**src/rtl/neuron_layer_sequencer.sv**
```systemverilog
// Sequences a fully-connected layer: MAC over inputs, quantise, write per output.
// Define NEURON_RELU_EN for unsigned ReLU output instead of signed saturation.
module neuron_layer_sequencer #(
  parameter int DATA_W = 8,
  parameter int ACC_W  = 24,
  parameter int SHIFT  = 0
) (
  input  logic              clk,
  input  logic              rst_n,
  input  logic              start,
  input  logic [7:0]        in_base,
  input  logic [7:0]        out_base,
  input  logic [7:0]        n_inputs,
  input  logic [7:0]        n_outputs,
  output logic              busy,
  output logic              done,
  output logic [15:0]       w_addr,
  input  logic [DATA_W-1:0] w_data,
  output logic [7:0]        ram_read_address,
  output logic              ram_oe,
  input  logic [DATA_W-1:0] ram_read_data,
  output logic [7:0]        ram_write_address,
  output logic [DATA_W-1:0] ram_write_data,
  output logic              ram_wre
);

  typedef enum logic [1:0] {
    IDLE,
    MAC,
    WRITE,
    DONE
  } state_t;

  localparam int PW = 2 * DATA_W + 1;

  state_t state_q, state_d;

  logic signed [ACC_W-1:0] acc_q;
  logic [7:0] i_q, j_q;
  logic [7:0] in_base_q, out_base_q;
  logic [7:0] n_in_q, n_out_q;

  logic signed [DATA_W:0]   din_s;
  logic signed [DATA_W-1:0] w_s;
  logic signed [PW-1:0]     prod;
  logic signed [ACC_W-1:0]  prod_ext;
  logic signed [ACC_W-1:0]  shifted;
  logic [DATA_W-1:0]        q_out;
  logic                     last_i;
  logic                     last_j;

  // Input neurons are unsigned activations; weights are signed.
  assign din_s    = $signed({1'b0, ram_read_data});
  assign w_s      = $signed(w_data);
  assign prod     = din_s * w_s;
  assign prod_ext = {{(ACC_W-PW){prod[PW-1]}}, prod};
  assign shifted  = acc_q >>> SHIFT;

  assign last_i = (i_q == n_in_q - 8'd1);
  assign last_j = ({1'b0, j_q} + 9'd1 >= {1'b0, n_out_q});

`ifdef NEURON_RELU_EN
  localparam logic signed [ACC_W-1:0] UMAX = ACC_W'((1 << DATA_W) - 1);

  always_comb begin
    q_out = shifted[DATA_W-1:0];
    if (shifted < 0) begin
      q_out = '0;
    end else if (shifted > UMAX) begin
      q_out = '1;
    end
  end
`else
  localparam logic signed [ACC_W-1:0] SMAX = ACC_W'((1 << (DATA_W-1)) - 1);
  localparam logic signed [ACC_W-1:0] SMIN = -ACC_W'(1 << (DATA_W-1));

  always_comb begin
    q_out = shifted[DATA_W-1:0];
    if (shifted > SMAX) begin
      q_out = {1'b0, {(DATA_W-1){1'b1}}};
    end else if (shifted < SMIN) begin
      q_out = {1'b1, {(DATA_W-1){1'b0}}};
    end
  end
`endif

  always_ff @(posedge clk) begin
    if (!rst_n) begin
      state_q    <= IDLE;
      acc_q      <= '0;
      i_q        <= '0;
      j_q        <= '0;
      in_base_q  <= '0;
      out_base_q <= '0;
      n_in_q     <= '0;
      n_out_q    <= '0;
    end else begin
      state_q <= state_d;
      case (state_q)
        IDLE: begin
          if (start) begin
            in_base_q  <= in_base;
            out_base_q <= out_base;
            n_in_q     <= n_inputs;
            n_out_q    <= n_outputs;
            acc_q      <= '0;
            i_q        <= '0;
            j_q        <= '0;
          end
        end
        MAC: begin
          acc_q <= acc_q + prod_ext;
          i_q   <= i_q + 8'd1;
        end
        WRITE: begin
          acc_q <= '0;
          i_q   <= '0;
          if (!last_j) begin
            j_q <= j_q + 8'd1;
          end
        end
        default: ;
      endcase
    end
  end

  always_comb begin
    state_d = state_q;
    case (state_q)
      IDLE: begin
        if (start) begin
          if (n_inputs == 8'd0 || n_outputs == 8'd0) begin
            state_d = DONE;
          end else begin
            state_d = MAC;
          end
        end
      end
      MAC: begin
        if (last_i) begin
          state_d = WRITE;
        end
      end
      WRITE: begin
        state_d = last_j ? DONE : MAC;
      end
      DONE: begin
        state_d = IDLE;
      end
      default: state_d = IDLE;
    endcase
  end

  // Write strobe is gated by rst_n so a reset edge never commits a write.
  always_comb begin
    busy              = 1'b0;
    done              = 1'b0;
    ram_oe            = 1'b0;
    ram_wre           = 1'b0;
    ram_read_address  = '0;
    w_addr            = '0;
    ram_write_address = '0;
    ram_write_data    = '0;
    case (state_q)
      MAC: begin
        busy             = 1'b1;
        ram_oe           = 1'b1;
        ram_read_address = in_base_q + i_q;
        w_addr = {8'd0, j_q} * {8'd0, n_in_q} + {8'd0, i_q};
      end
      WRITE: begin
        busy              = 1'b1;
        ram_wre           = rst_n;
        ram_write_address = out_base_q + j_q;
        ram_write_data    = q_out;
      end
      DONE: begin
        done = 1'b1;
      end
      default: ;
    endcase
  end

endmodule

```
**config.mk**
```make
export PLATFORM = sky130hd
export DESIGN_NAME = neuron_layer_sequencer
export DESIGN_NICKNAME = d
export VERILOG_FILES = /design/src/rtl/neuron_layer_sequencer.sv
export SDC_FILE = /design/constraint.sdc
export NUM_CORES = 1
export LEC_CHECK = 0
export ABC_CLOCK_PERIOD_IN_PS = 9800
export BUFFER_PORTS_ARGS = -buffer_cell sky130_fd_sc_hd__buf_2
export CORE_ASPECT_RATIO = 1.4
export CORE_MARGIN = 2
export CORE_UTILIZATION = 61
export DETAILED_ROUTE_END_ITERATION = 8
export PLACE_DENSITY = 0.79
export SYNTH_ARGS = -nofsm -noshare
export SYNTH_HDL_FRONTEND = slang
export SYNTH_SLANG_ARGS = --single-unit
```
**constraint.sdc**
```tcl
create_clock -name clk -period 9.8 [get_ports clk]
set_input_delay 1.47 -clock clk [delete_from_list [all_inputs] [get_ports clk]]
set_output_delay 1.47 -clock clk [all_outputs]
set_load 0.01 [all_outputs]
```
Yosys cells after proc, flatten, opt, wreduce, memory -nomap -nowiden

Cells that the tools add are included.

Output and inout bits: 44
Register bits after elaboration: 74

Add/subtract/negate cells: 8
Magnitude comparators: 3
Equal/unequal tests: 7
Reductions and logical operators: 11
Mux-type cells: 21
Multipliers: 2

Operator list:

| operator              | number |
|---|---|
| $pmux W24 S3          | 1 |
| $mux W8               | 7 |
| $add A24 B17 Y24      | 1 |
| $gt A24 B8 Y1 const B | 1 |
| $lt A24 B8 Y1 const B | 1 |
| $mux W24              | 1 |
| $pmux W8 S3           | 1 |
| $mul A9 B8 Y17        | 1 |
| $add A16 B8 Y16       | 1 |
| $add A8 B1 Y8 const B | 2 |
| $add A8 B8 Y8         | 2 |
| $logic_not A8 Y1      | 2 |
| $mul A8 B8 Y16        | 1 |
| $mux W16              | 1 |
| $pmux W8 S2           | 1 |
| $add A8 B1 Y9 const B | 1 |
| $ge A9 B8 Y1          | 1 |
| $eq A8 B8 Y1          | 1 |
| $mux W2               | 4 |
| $pmux W2 S4           | 1 |
| $sub A8 B1 Y8 const B | 1 |
| $ne A2 B2 Y1 const B  | 3 |
| $reduce_and A2 Y1     | 3 |
| $eq A2 B2 Y1 const B  | 2 |
| 8 further kinds       | 11 |

Logic depth before layout (Yosys ltp)

Depth after elaboration: 5
Depth in mapped cells: 19
Mapped depth without buffers: 18

Worst setup path before layout

No wires, ideal clock.

Kind: in2reg
Start: input w_data[1]
End: register acc_q[23]
Slack: 3861 ps
Data required time: 9683 ps
Stages on the path: 15
Arrival time: 5822 ps
Path buffers: 1
Cells stage by stage: clkbuf_1 -> nand2_1 -> fa_1 -> inv_1 -> fa_1 -> fa_1 -> fa_1 -> fa_1 -> ha_1 -> a2111oi_0 -> o21ai_0 -> a22oi_2 -> nor2_1 -> or4_1 -> a32o_1

Cells in the longest elaborated chain, start to end: 3

Ends and longest elaborated chain:

| item                 | line | RTL |
|---|---|---|
| from (decl)          | 18   | `input logic [DATA_W-1:0] w_data,` |
| $mul A9 B8 Y17       | 55   | `assign prod = din_s * w_s;` |
| $add A24 B17 Y24     | 112  | `acc_q <= acc_q + prod_ext;` |
| $pmux W24 S3         | 99   | `case (state_q)` |
| to (signal assigned) | 112  |  |
| to (decl)            | 38   | `logic signed [ACC_W-1:0] acc_q;` |

Every way passes these cells.
A chain may end at the register's enable or synchronous reset.

Final worst setup path

Start: register j_q[5]
End: output w_addr[15]

Cells in the longest elaborated chain, start to end: 3

Ends and longest elaborated chain:

| item                   | line | RTL |
|---|---|---|
| from (decl)            | 39   | `logic [7:0] i_q, j_q;` |
| from (signal assigned) | 119  | `j_q <= j_q + 8'd1;` |
| $mul A8 B8 Y16         | 169  | `w_addr = {8'd0, j_q} * {8'd0, n_in_q} + {8'd0, i_q};` |
| $add A16 B8 Y16        | 169  |  |
| $mux W16               | 164  | `case (state_q)` |
| to (decl)              | 17   | `output logic [15:0] w_addr,` |

Every way passes these cells.

==> results.yml <==
global_route:
  grt_pass1_wl_um: 38430
  grt_max_degree: 64
  gr-total-overflow: 0
  grt_pass1_vias: 8383
  grt_usage_pct: 27.22
  antenna_found_initial: 1
synthesis:
  synthArstFlopShare_pct: 0
  yosys_register_bits: 74
  synth_flop_cell: "dfxtp_1"
  synth_top_cell_by_area: "fa_1"
  ys_seq_area_share_pct: 14.97
  synth_top_area_share_pct: 19.62
  synthDistinctLibCells: 61
  synth_edf_count: 0
  ys.warnings.count: 0
  netlist_area_um2: 9898
  synth_cells: 1200
  synth.area.top_cells: "fa_1 20%, ha_1 18%, dfxtp_1 15%"
  syn_nets: 1489
  synth_area_per_cell_um2: 8.249
timing:
  min_period_ps: 6593
  period_share_pct: 67.27
  hold_slack_ps: 468.8
  tightest_slew_ps: 1205
  maxSlewHeadroom_pct: 19.67
  fin_tns_setup_ps: 0
  final-setup-viol-count: 0
  fin_skew_ps: 7.070
  rsz0062_at_grt: "no"
  finalHoldViolations: 0
  max_freq_ghz: 0.1517
  drv_slew: 0
clock_tree:
  clkLatencyLatePin_ps: 340
  cts_setup_buffers: 0
  cts_made_buffers: 9
  path_clk_slew_ps: 60
  hold_buffers: 0
  cts_tree: "yes"
  cts_htree_levels: 3
  cts_resized: 0
  clockBufferDepth: 2
  cts.sink_count: 74
  clock_tree.root_cell: "clkbuf_16"
detailed_routing:
  via_per_inst: 5.715
  dr.pass1.iters: 5
  wl_um: 23220
  first_iter_violations: 377
  wl_per_cell_um: 15.85
  antenna_left: 0
  drc: 0
  vias: 8372
finish:
  final_cells: 1465
  fin_util_pct: 67.18
  layout-drive-gt1-share_pct: 9.802
  stdcell_area_um2: 10770
  layout_common_cells: "196 x nand2_1, 159 x inv_1, 141 x ha_1"
  mostFrequentLayoutCell: "nand2_1"
  nFillCells: 1380
  seqCellArea_um2: 1481
  multi_input_area_um2: 7624
  area_growth_syn_to_layout_pct: 8.823
  nNetsFinal: 1549
outcome:
  status: "complete, no violations"
placement:
  dpl.cell_count: 1448
  placed_cell_area_um2: 10460
  port_buffers: 94
  gp_congestion: 0.9112
  hpwl_um: 18650
worst_setup_path:
  crit_family: "adder cells"
  setup.worst_path.class: "flip-flop to primary output"
  crit_path_end_kind: "primary output"
  cp_num_buf_inv: 5
  worstPathMaxFanout: 14
  slowest_stage: "dfxtp_1"
  crit_required_ps: 8330
  start_kind: "flip-flop"
  cp.arrival_ps: 5120
  cp_slowest_stage_delay_ps: 700
  worstPathCellList: "nand2_1 -> fa_1 -> inv_1 -> fa_1 -> inv_1 -> fa_1 -> fa_1 -> inv_1 -> ha_1 -> inv_1 -> o21bai_1 -> a21o_1 -> a2bb2oi_1 -> a31o_2 -> mux2_2 -> buf_2"
  r2r_setup_slack_ps: 4770
die:
  start_util_pct: 61.73
  dieArea_um2: 17280
  die_h_um: 154.7
  ios: 95
  core_area_um2: 16030
  chipWidth_um: 111.7
  rows: 55
flow_run:
  drv_cap: 0
hold_path:
  worstHoldPathType: "flip-flop to flip-flop"
power:
  ir_drop_mv: 0.1597
  leakagePower_nw: 5.440
  power.density_nw_per_um2: 183.8
## power by group
group	switching, mW	leakage (nW)	internal, mW
registers	0.0731	0.602	0.353
logic	0.723	4.69	0.485
clock network	0.134	0.144	0.212
total	0.930	5.44	1.05
## state kept, by name (all words and copies together), names as in the netlist
| signal | flops |
|---|---|
| i_q | 8 |
| n_in_q | 8 |
| in_base_q | 8 |
| state_q | 2 |
| n_out_q | 8 |
| acc_q | 24 |
| out_base_q | 8 |
| j_q | 8 |
## worst register-to-register path: cells and delay by family, from the launching register on
family	cells	cell delay, ps
DFF	1	380
adders and majority gates	6	2650
AOI/OAI and AO/OA	4	1060
and+or+nand+nor	2	570
buffers and inverters	4	260
## layout make-up
cell class                 instances  area share, %
inverter                         160          5.576
antenna                            1        0.02323
multi-input combinational        917          70.77
timing repair buffer              98          4.646
clock inverter                     5         0.5692
tap                              199          2.312
clock buffer                      11          2.346
sequential                        74          13.75
## cell usage after synthesis (all sizes together) (3+ instances only)
cell	n
a2111oi	3
a211o	3
a211oi	4
a21boi	45
a21o	19
a21oi	33
a31oi	4
a32o	3
a41oi	3
and2	76
buf	5
clkbuf	44
dfxtp	74
fa	97
ha	141
inv	159
mux2i	6
nand2	196
nand2b	7
nand3	21
nand4	10
nor2	55
nor2b	7
nor3	13
nor4	12
o211ai	6
o21a	6
o21ai	29
o21bai	8
o311ai	4
o31ai	8
or2	5
or3	5
or4	3
xnor2	45
xor2	16
## cell families (layout without fill, tap and decap cells)
family                   Yosys count  in the layout  share of synthesized area (%)
adder cells (fa/ha/maj)          238            238                          37.44
flip-flops                        74             74                          14.97
other                              0              1                              0
AND/OR/NAND/NOR                  415            415                          19.55
AO/OA/AOI/OAI                    196            196                          13.83
multiplexers                       7              7                         0.7205
buffers and inverters            209            274                          8.014
XOR/XNOR                          61             61                          5.473
## layer usage
layer | track usage (%) | part of all wire, % | up-vias
met2 | 52.93 | 54 | 196
met3 | 2.234 | 3.2 | 57
met1 | 30.09 | 39 | 4046
met5 | 0 | 0 | -
met4 | 11.11 | 3.0 | 0
li1 | - | - | 4073
## per-stage QoR
step	power, mW	worst slack (ps)
after detailed placement	1.625	3239
after global placement	1.599	3359
after CTS	1.984	3213
after floorplan	1.328	3861
final	1.980	3207
after global routing	2.158	2936
## worst paths after layout
path / startpoint / end / cells after the start
max: j_q[5] / w_addr[15] / 16
min: out_base_q[5] / out_base_q[5] / 2
max reg2reg: acc_q[6] / acc_q[23] / 16
min reg2reg: out_base_q[5] / out_base_q[5] / 2
No activity file was read; power rests on OpenSTA's default activity.
